File: src/rtl/program_loader.sv
// program_loader: framed byte-stream writer for the 4096x8 program store.
// A frame is a 12-bit length header (2 bytes), that many data bytes and,
// when LOADER_CHECKSUM_EN is defined, a trailing mod-256 checksum byte.
// Data bytes are written to consecutive addresses starting at BASE_ADDR.
// The uP is held in reset for the whole load and stays held after a failure.
// Optional feature macro: LOADER_CHECKSUM_EN (undefined = no checksum byte).
module program_loader #(
    parameter int                ADDR_W      = 12,
    parameter int                DATA_W      = 8,
    parameter logic [ADDR_W-1:0] BASE_ADDR   = '0,
    parameter int                TIMEOUT_CYC = 1023
) (
    input  logic              clock,
    input  logic              reset_n,
    input  logic              start,
    input  logic              in_valid,
    input  logic [DATA_W-1:0] in_byte,
    output logic              in_ready,
    output logic              wr_en,
    output logic [ADDR_W-1:0] wr_addr,
    output logic [DATA_W-1:0] wr_data,
    output logic              cpu_hold,
    output logic              busy,
    output logic              done,
    output logic              error,
    output logic [1:0]        err_code
);

    localparam int LEN_W = 12;
    localparam int TMO_W = (TIMEOUT_CYC > 1) ? $clog2(TIMEOUT_CYC + 1) : 1;
    localparam logic [TMO_W:0] TMO_LIMIT = (TMO_W + 1)'(TIMEOUT_CYC);

    localparam logic [1:0] ERR_TIMEOUT = 2'b01;
`ifdef LOADER_CHECKSUM_EN
    localparam logic [1:0] ERR_CSUM    = 2'b10;
`endif
    localparam logic [1:0] ERR_HEADER  = 2'b11;

`ifdef LOADER_CHECKSUM_EN
    typedef enum logic [2:0] {
        S_IDLE, S_LEN_HI, S_LEN_LO, S_DATA, S_CSUM, S_DONE, S_ERROR
    } state_t;
`else
    typedef enum logic [2:0] {
        S_IDLE, S_LEN_HI, S_LEN_LO, S_DATA, S_DONE, S_ERROR
    } state_t;
`endif

    state_t            state_reg;
    logic [LEN_W-1:0]  len_reg;
    logic [LEN_W-1:0]  idx_reg;
    logic [TMO_W-1:0]  tmo_cnt_reg;
`ifdef LOADER_CHECKSUM_EN
    logic [DATA_W-1:0] sum_reg;
`endif

    logic xfer;
    logic tmo_hit;
    logic last_data;
    logic len_zero;

    // The loader is ready in every state that expects a stream byte
    always_comb begin
        in_ready = 1'b0;
        case (state_reg)
            S_LEN_HI, S_LEN_LO, S_DATA: in_ready = 1'b1;
`ifdef LOADER_CHECKSUM_EN
            S_CSUM:                     in_ready = 1'b1;
`endif
            default:                    in_ready = 1'b0;
        endcase
    end

    assign xfer      = in_valid & in_ready;
    // Fires on the idle cycle that would bring the counter up to the limit
    assign tmo_hit   = (TIMEOUT_CYC != 0) &&
                       (({1'b0, tmo_cnt_reg} + {{TMO_W{1'b0}}, 1'b1}) == TMO_LIMIT);
    assign last_data = (idx_reg == (len_reg - LEN_W'(1)));
    assign len_zero  = ({len_reg[11:8], in_byte[7:0]} == '0);

    // Idle-gap counter: restarts on every accepted byte and on a frame start
    always_ff @(posedge clock or negedge reset_n) begin
        if (!reset_n) begin
            tmo_cnt_reg <= '0;
        end else if (xfer || (start && !in_ready)) begin
            tmo_cnt_reg <= '0;
        end else if (in_ready && (TIMEOUT_CYC != 0)) begin
            tmo_cnt_reg <= tmo_cnt_reg + TMO_W'(1);
        end
    end

    // Frame FSM with registered status outputs and the one-cycle-late write port
    always_ff @(posedge clock or negedge reset_n) begin
        if (!reset_n) begin
            state_reg <= S_IDLE;
            len_reg   <= '0;
            idx_reg   <= '0;
`ifdef LOADER_CHECKSUM_EN
            sum_reg   <= '0;
`endif
            wr_en     <= 1'b0;
            wr_addr   <= '0;
            wr_data   <= '0;
            cpu_hold  <= 1'b0;
            busy      <= 1'b0;
            done      <= 1'b0;
            error     <= 1'b0;
            err_code  <= 2'b00;
        end else begin
            wr_en <= 1'b0;
            if (in_ready && !xfer && tmo_hit) begin
                // A transfer in the same cycle takes priority over the timeout
                state_reg <= S_ERROR;
                error     <= 1'b1;
                err_code  <= ERR_TIMEOUT;
                cpu_hold  <= 1'b1;
                busy      <= 1'b0;
            end else begin
                case (state_reg)
                    S_IDLE, S_DONE, S_ERROR: begin
                        if (start) begin
                            state_reg <= S_LEN_HI;
                            idx_reg   <= '0;
`ifdef LOADER_CHECKSUM_EN
                            sum_reg   <= '0;
`endif
                            done      <= 1'b0;
                            error     <= 1'b0;
                            err_code  <= 2'b00;
                            cpu_hold  <= 1'b1;
                            busy      <= 1'b1;
                        end
                    end
                    S_LEN_HI: begin
                        if (xfer) begin
                            if (in_byte[7:4] != 4'h0) begin
                                state_reg <= S_ERROR;
                                error     <= 1'b1;
                                err_code  <= ERR_HEADER;
                                cpu_hold  <= 1'b1;
                                busy      <= 1'b0;
                            end else begin
                                len_reg   <= {in_byte[3:0], 8'h00};
                                state_reg <= S_LEN_LO;
                            end
                        end
                    end
                    S_LEN_LO: begin
                        if (xfer) begin
                            len_reg[7:0] <= in_byte[7:0];
                            if (len_zero) begin
`ifdef LOADER_CHECKSUM_EN
                                state_reg <= S_CSUM;
`else
                                state_reg <= S_DONE;
                                done      <= 1'b1;
                                cpu_hold  <= 1'b0;
                                busy      <= 1'b0;
`endif
                            end else begin
                                state_reg <= S_DATA;
                            end
                        end
                    end
                    S_DATA: begin
                        if (xfer) begin
                            wr_en   <= 1'b1;
                            wr_addr <= BASE_ADDR + ADDR_W'(idx_reg);
                            wr_data <= in_byte;
                            idx_reg <= idx_reg + LEN_W'(1);
`ifdef LOADER_CHECKSUM_EN
                            sum_reg <= sum_reg + in_byte;
`endif
                            if (last_data) begin
`ifdef LOADER_CHECKSUM_EN
                                state_reg <= S_CSUM;
`else
                                state_reg <= S_DONE;
                                done      <= 1'b1;
                                cpu_hold  <= 1'b0;
                                busy      <= 1'b0;
`endif
                            end
                        end
                    end
`ifdef LOADER_CHECKSUM_EN
                    S_CSUM: begin
                        if (xfer) begin
                            busy <= 1'b0;
                            if (in_byte == sum_reg) begin
                                state_reg <= S_DONE;
                                done      <= 1'b1;
                                cpu_hold  <= 1'b0;
                            end else begin
                                state_reg <= S_ERROR;
                                error     <= 1'b1;
                                err_code  <= ERR_CSUM;
                                cpu_hold  <= 1'b1;
                            end
                        end
                    end
`endif
                    default: state_reg <= S_IDLE;
                endcase
            end
        end
    end

endmodule

File: config.mk
export PLATFORM = sky130hd
export DESIGN_NAME = program_loader
export DESIGN_NICKNAME = d
export VERILOG_FILES = /design/src/rtl/program_loader.sv
export SDC_FILE = /design/constraint.sdc
export NUM_CORES = 1
export LEC_CHECK = 0
export CORE_MARGIN = 1.5
export CORE_UTILIZATION = 30
export CTS_CLUSTER_SIZE = 10
export DETAILED_ROUTE_END_ITERATION = 6
export DONT_BUFFER_PORTS = 1
export PLACE_DENSITY_LB_ADDON = 0.08
export SYNTH_ARGS = -nofsm -noshare
export SYNTH_HDL_FRONTEND = slang
export SYNTH_SLANG_ARGS = --single-unit
File: constraint.sdc
create_clock -name clock -period 3.4 [get_ports clock]
set_input_delay 0.68 -clock clock [delete_from_list [all_inputs] [get_ports clock]]
set_output_delay 0.68 -clock clock [all_outputs]
set_load 0.05 [all_outputs]
==> flow_summary.json <==
{
  "h-tree-depth": 3,
  "grtUsageMet3_pct": 3.88,
  "cts_buffer_depth": 2,
  "status": "complete, no violations",
  "dp_hpwl_mm": 6.90,
  "yosysMostFrequentCell": "nand2_1",
  "synth_area_leaders": "dfrtp_1 43%, nand2_1 12%, o21ai_0 5.3%",
  "p_per_area_nw_per_um2": 848,
  "use_met2_pct": 25.1,
  "grt.overflow.total": 0,
  "synth_top_flop_cell": "dfrtp_1",
  "path_max_fanout": 11,
  "finalSetupViolCount": 0,
  "p_leak_nw": 1.73,
  "yosysTopAreaCellShare_pct": 42.7,
  "fin_crit_sh_pct": 89.7,
  "finalMaxSlewViolations": 0,
  "fmax_mhz": 328,
  "dr.pass1.iters": 5,
  "avgViaCountPerCell": 5.40,
  "startpoint_type": "flip-flop",
  "ioPinCount": 40,
  "maxCapViolCount": 0,
  "wl_per_cell_um": 17.2,
  "max_stage_delay_ps": 570,
  "grt_max_degree": 64,
  "cts_tree": "done",
  "vdd.ir_drop.worst_mv": 0.591,
  "async_flop_share_pct": 100,
  "cts_setup_buffers": 0,
  "synth_top_area_cell": "dfrtp_1",
  "hold_viol_final": 0,
  "path_buf_inv": 0,
  "ys_seq_elements": 63,
  "grt_pass1_wl_mm": 16.4,
  "cp_top_family": "simple AND/OR/NAND/NOR gates",
  "antenna_found_initial": 0,
  "ctsHoldBuffers": 0,
  "area_growth_syn_to_layout_pct": 9.43,
  "fin_setup_tns_ps": 0,
  "synth_edf_count": 0,
  "worst_path_max_delay_cell": "or4_1",
  "grt_usage_pct": 16.6,
  "vias": 3151,
  "seq_area_frac_synth_pct": 42.7,
  "arrival_ps": 3270,
  "place.gp.congestion": 0.787,
  "cts_buffers": 9,
  "slew_headroom_pct": 40.3,
  "cp_cell_sequence": "ha_1 -> xnor2_1 -> nor4b_1 -> o21ai_0 -> or4_1 -> and2_1 -> a31oi_2 -> mux2_1",
  "portBuffers": 0,
  "insertion_delay_ps": 340,
  "synth_cells": 453,
  "ys_top_cells_by_count": "117 x nand2_1, 63 x dfrtp_1, 39 x o21ai_0",
  "drtIter0Drc": 176,
  "setup.worst_path.end_class": "flip-flop",
  "ys_types": 55,
  "synthesis.nets": 469,
  "cts_resized": 0,
  "crit_required_ps": 3620,
  "busiest_layer": "met2",
  "timing.final.crit_period_ps": 3050,
  "clock_skew_ps": 6.58,
  "wl_mm": 10.0,
  "yosysWarnings": 0,
  "multi_input_area_um2": 1930,
  "clk_pin_slew_worst_paths_ps": 50,
  "seqCellArea_um2": 1580,
  "cts.sinks": 63,
  "syn-cell-area_um2": 3690,
  "initial_core_util_pct": 30.7,
  "n_antenna_cell": 0,
  "worstSetupPathType": "reg -> reg",
  "placed_area_um2": 3770,
  "gr-usage-met1_pct": 21.9,
  "ant_nets": 0,
  "hp-class": "in -> async",
  "drive_above_1_share_pct": 6.18,
  "drc": 0,
  "layout.cells.non_filler": 584,
  "root_buffer": "clkbuf_16",
  "grt_pass1_vias": 3091,
  "final_area_um2": 4040,
  "core_area_um2": 12000,
  "worstMarginPinSlew_ps": 895,
  "row_count": 40,
  "syn_avg_cell_area_um2": 8.15,
  "fillers": 1330,
  "die_area_um2": 13000,
  "fp.dieW_um": 114,
  "fin_nets": 448,
  "place_inst": 568,
  "die_y_um": 114,
  "rsz0062_at_grt": "no"
}
## where the power goes
part	leakage [nW]	internal (mW)	switching [mW]
Combinational	0.745	0.502	0.750
Sequential	0.850	0.889	0.427
Clock	0.131	0.534	0.320
## path summary, 6_finish.rpt
| check | start | slack (ps) | cells after the start | endpoint |
|---|---|---|---|---|
| min in group clock | in_byte[5] | 450 | 2 | wr_data[5] |
| worst max register to register | tmo_cnt_reg[0] | 350 | 8 | cpu_hold |
| worst min-delay path | reset_n | 40 | 0 | wr_data[4] |
| worst max-delay path | tmo_cnt_reg[0] | 350 | 8 | cpu_hold |
| worst min register to register | idx_reg[11] | 560 | 2 | wr_addr[11] |
| max in group asynchronous | reset_n | 3240 | 0 | idx_reg[10] |
## cells in the final DEF (no fill, tap or decap), types with 3 or more instances in the layout
master / instances
a21oi_1: 9
a22o_1: 5
a31oi_1: 6
and2_1: 3
and3_1: 4
buf_4: 5
clkbuf_1: 5
clkbuf_16: 9
dfrtp_1: 63
ha_1: 4
inv_1: 11
mux2_2: 4
nand2_1: 117
nand2b_1: 5
nand3_1: 14
nand3b_1: 7
nand4_1: 5
nor2_1: 23
nor3_1: 10
nor4_1: 12
o21ai_0: 39
o21ai_1: 3
o31ai_1: 11
xnor2_1: 18
xor2_1: 7
## kinds of logic after synthesis
family / Yosys count / synth area share, %
DFF: 63 / 42.7
muxes: 6 / 1.80
and+or+nand+nor: 213 / 26.8
AOI/OAI and AO/OA: 94 / 16.4
xor gates and xnor gates: 25 / 5.93
adders and majority gates: 4 / 1.36
buffers and inverters: 48 / 5.05
## metal layers
| layer | vias to the layer above | share of wire (%) |
|---|---|---|
| met5 | - | 0 |
| met4 | 0 | 2.4 |
| met3 | 15 | 5.7 |
| met2 | 99 | 44 |
| met1 | 1513 | 48 |
| li1 | 1524 | - |
## worst register-to-register path, cell delays in order (launching register included)
cell and delay (ps):
dfrtp_1 510, ha_1 430, xnor2_1 130, nor4b_1 340
o21ai_0 120, or4_1 570, and2_1 250, a31oi_2 240
mux2_1 340
## per-stage QoR
| stage | worst slack [ps] | power (mW) | hold WS, ps | util, % |
|---|---|---|---|---|
| 2_1_floorplan | 685 | 2.31 | 384 | - |
| 3_3_place_gp | 455 | 2.58 | 386 | 31.4 |
| 3_5_place_dp | 389 | 2.58 | 386 | 31.4 |
| 4_1_cts | 361 | 3.47 | 13.4 | 33.6 |
| 5_1_grt | 138 | 3.67 | 18.0 | 33.6 |
| 6_report | 350 | 3.42 | 35.5 | 33.6 |
## final cells by class
type,count,area share [%]
inverters,11,1.02
well taps,147,4.56
multi-input cells,342,47.7
repair buffers,5,0.930
flip-flops and latches,63,39.0
clock buffers,16,6.72
(Power assumes the default switching activity.)
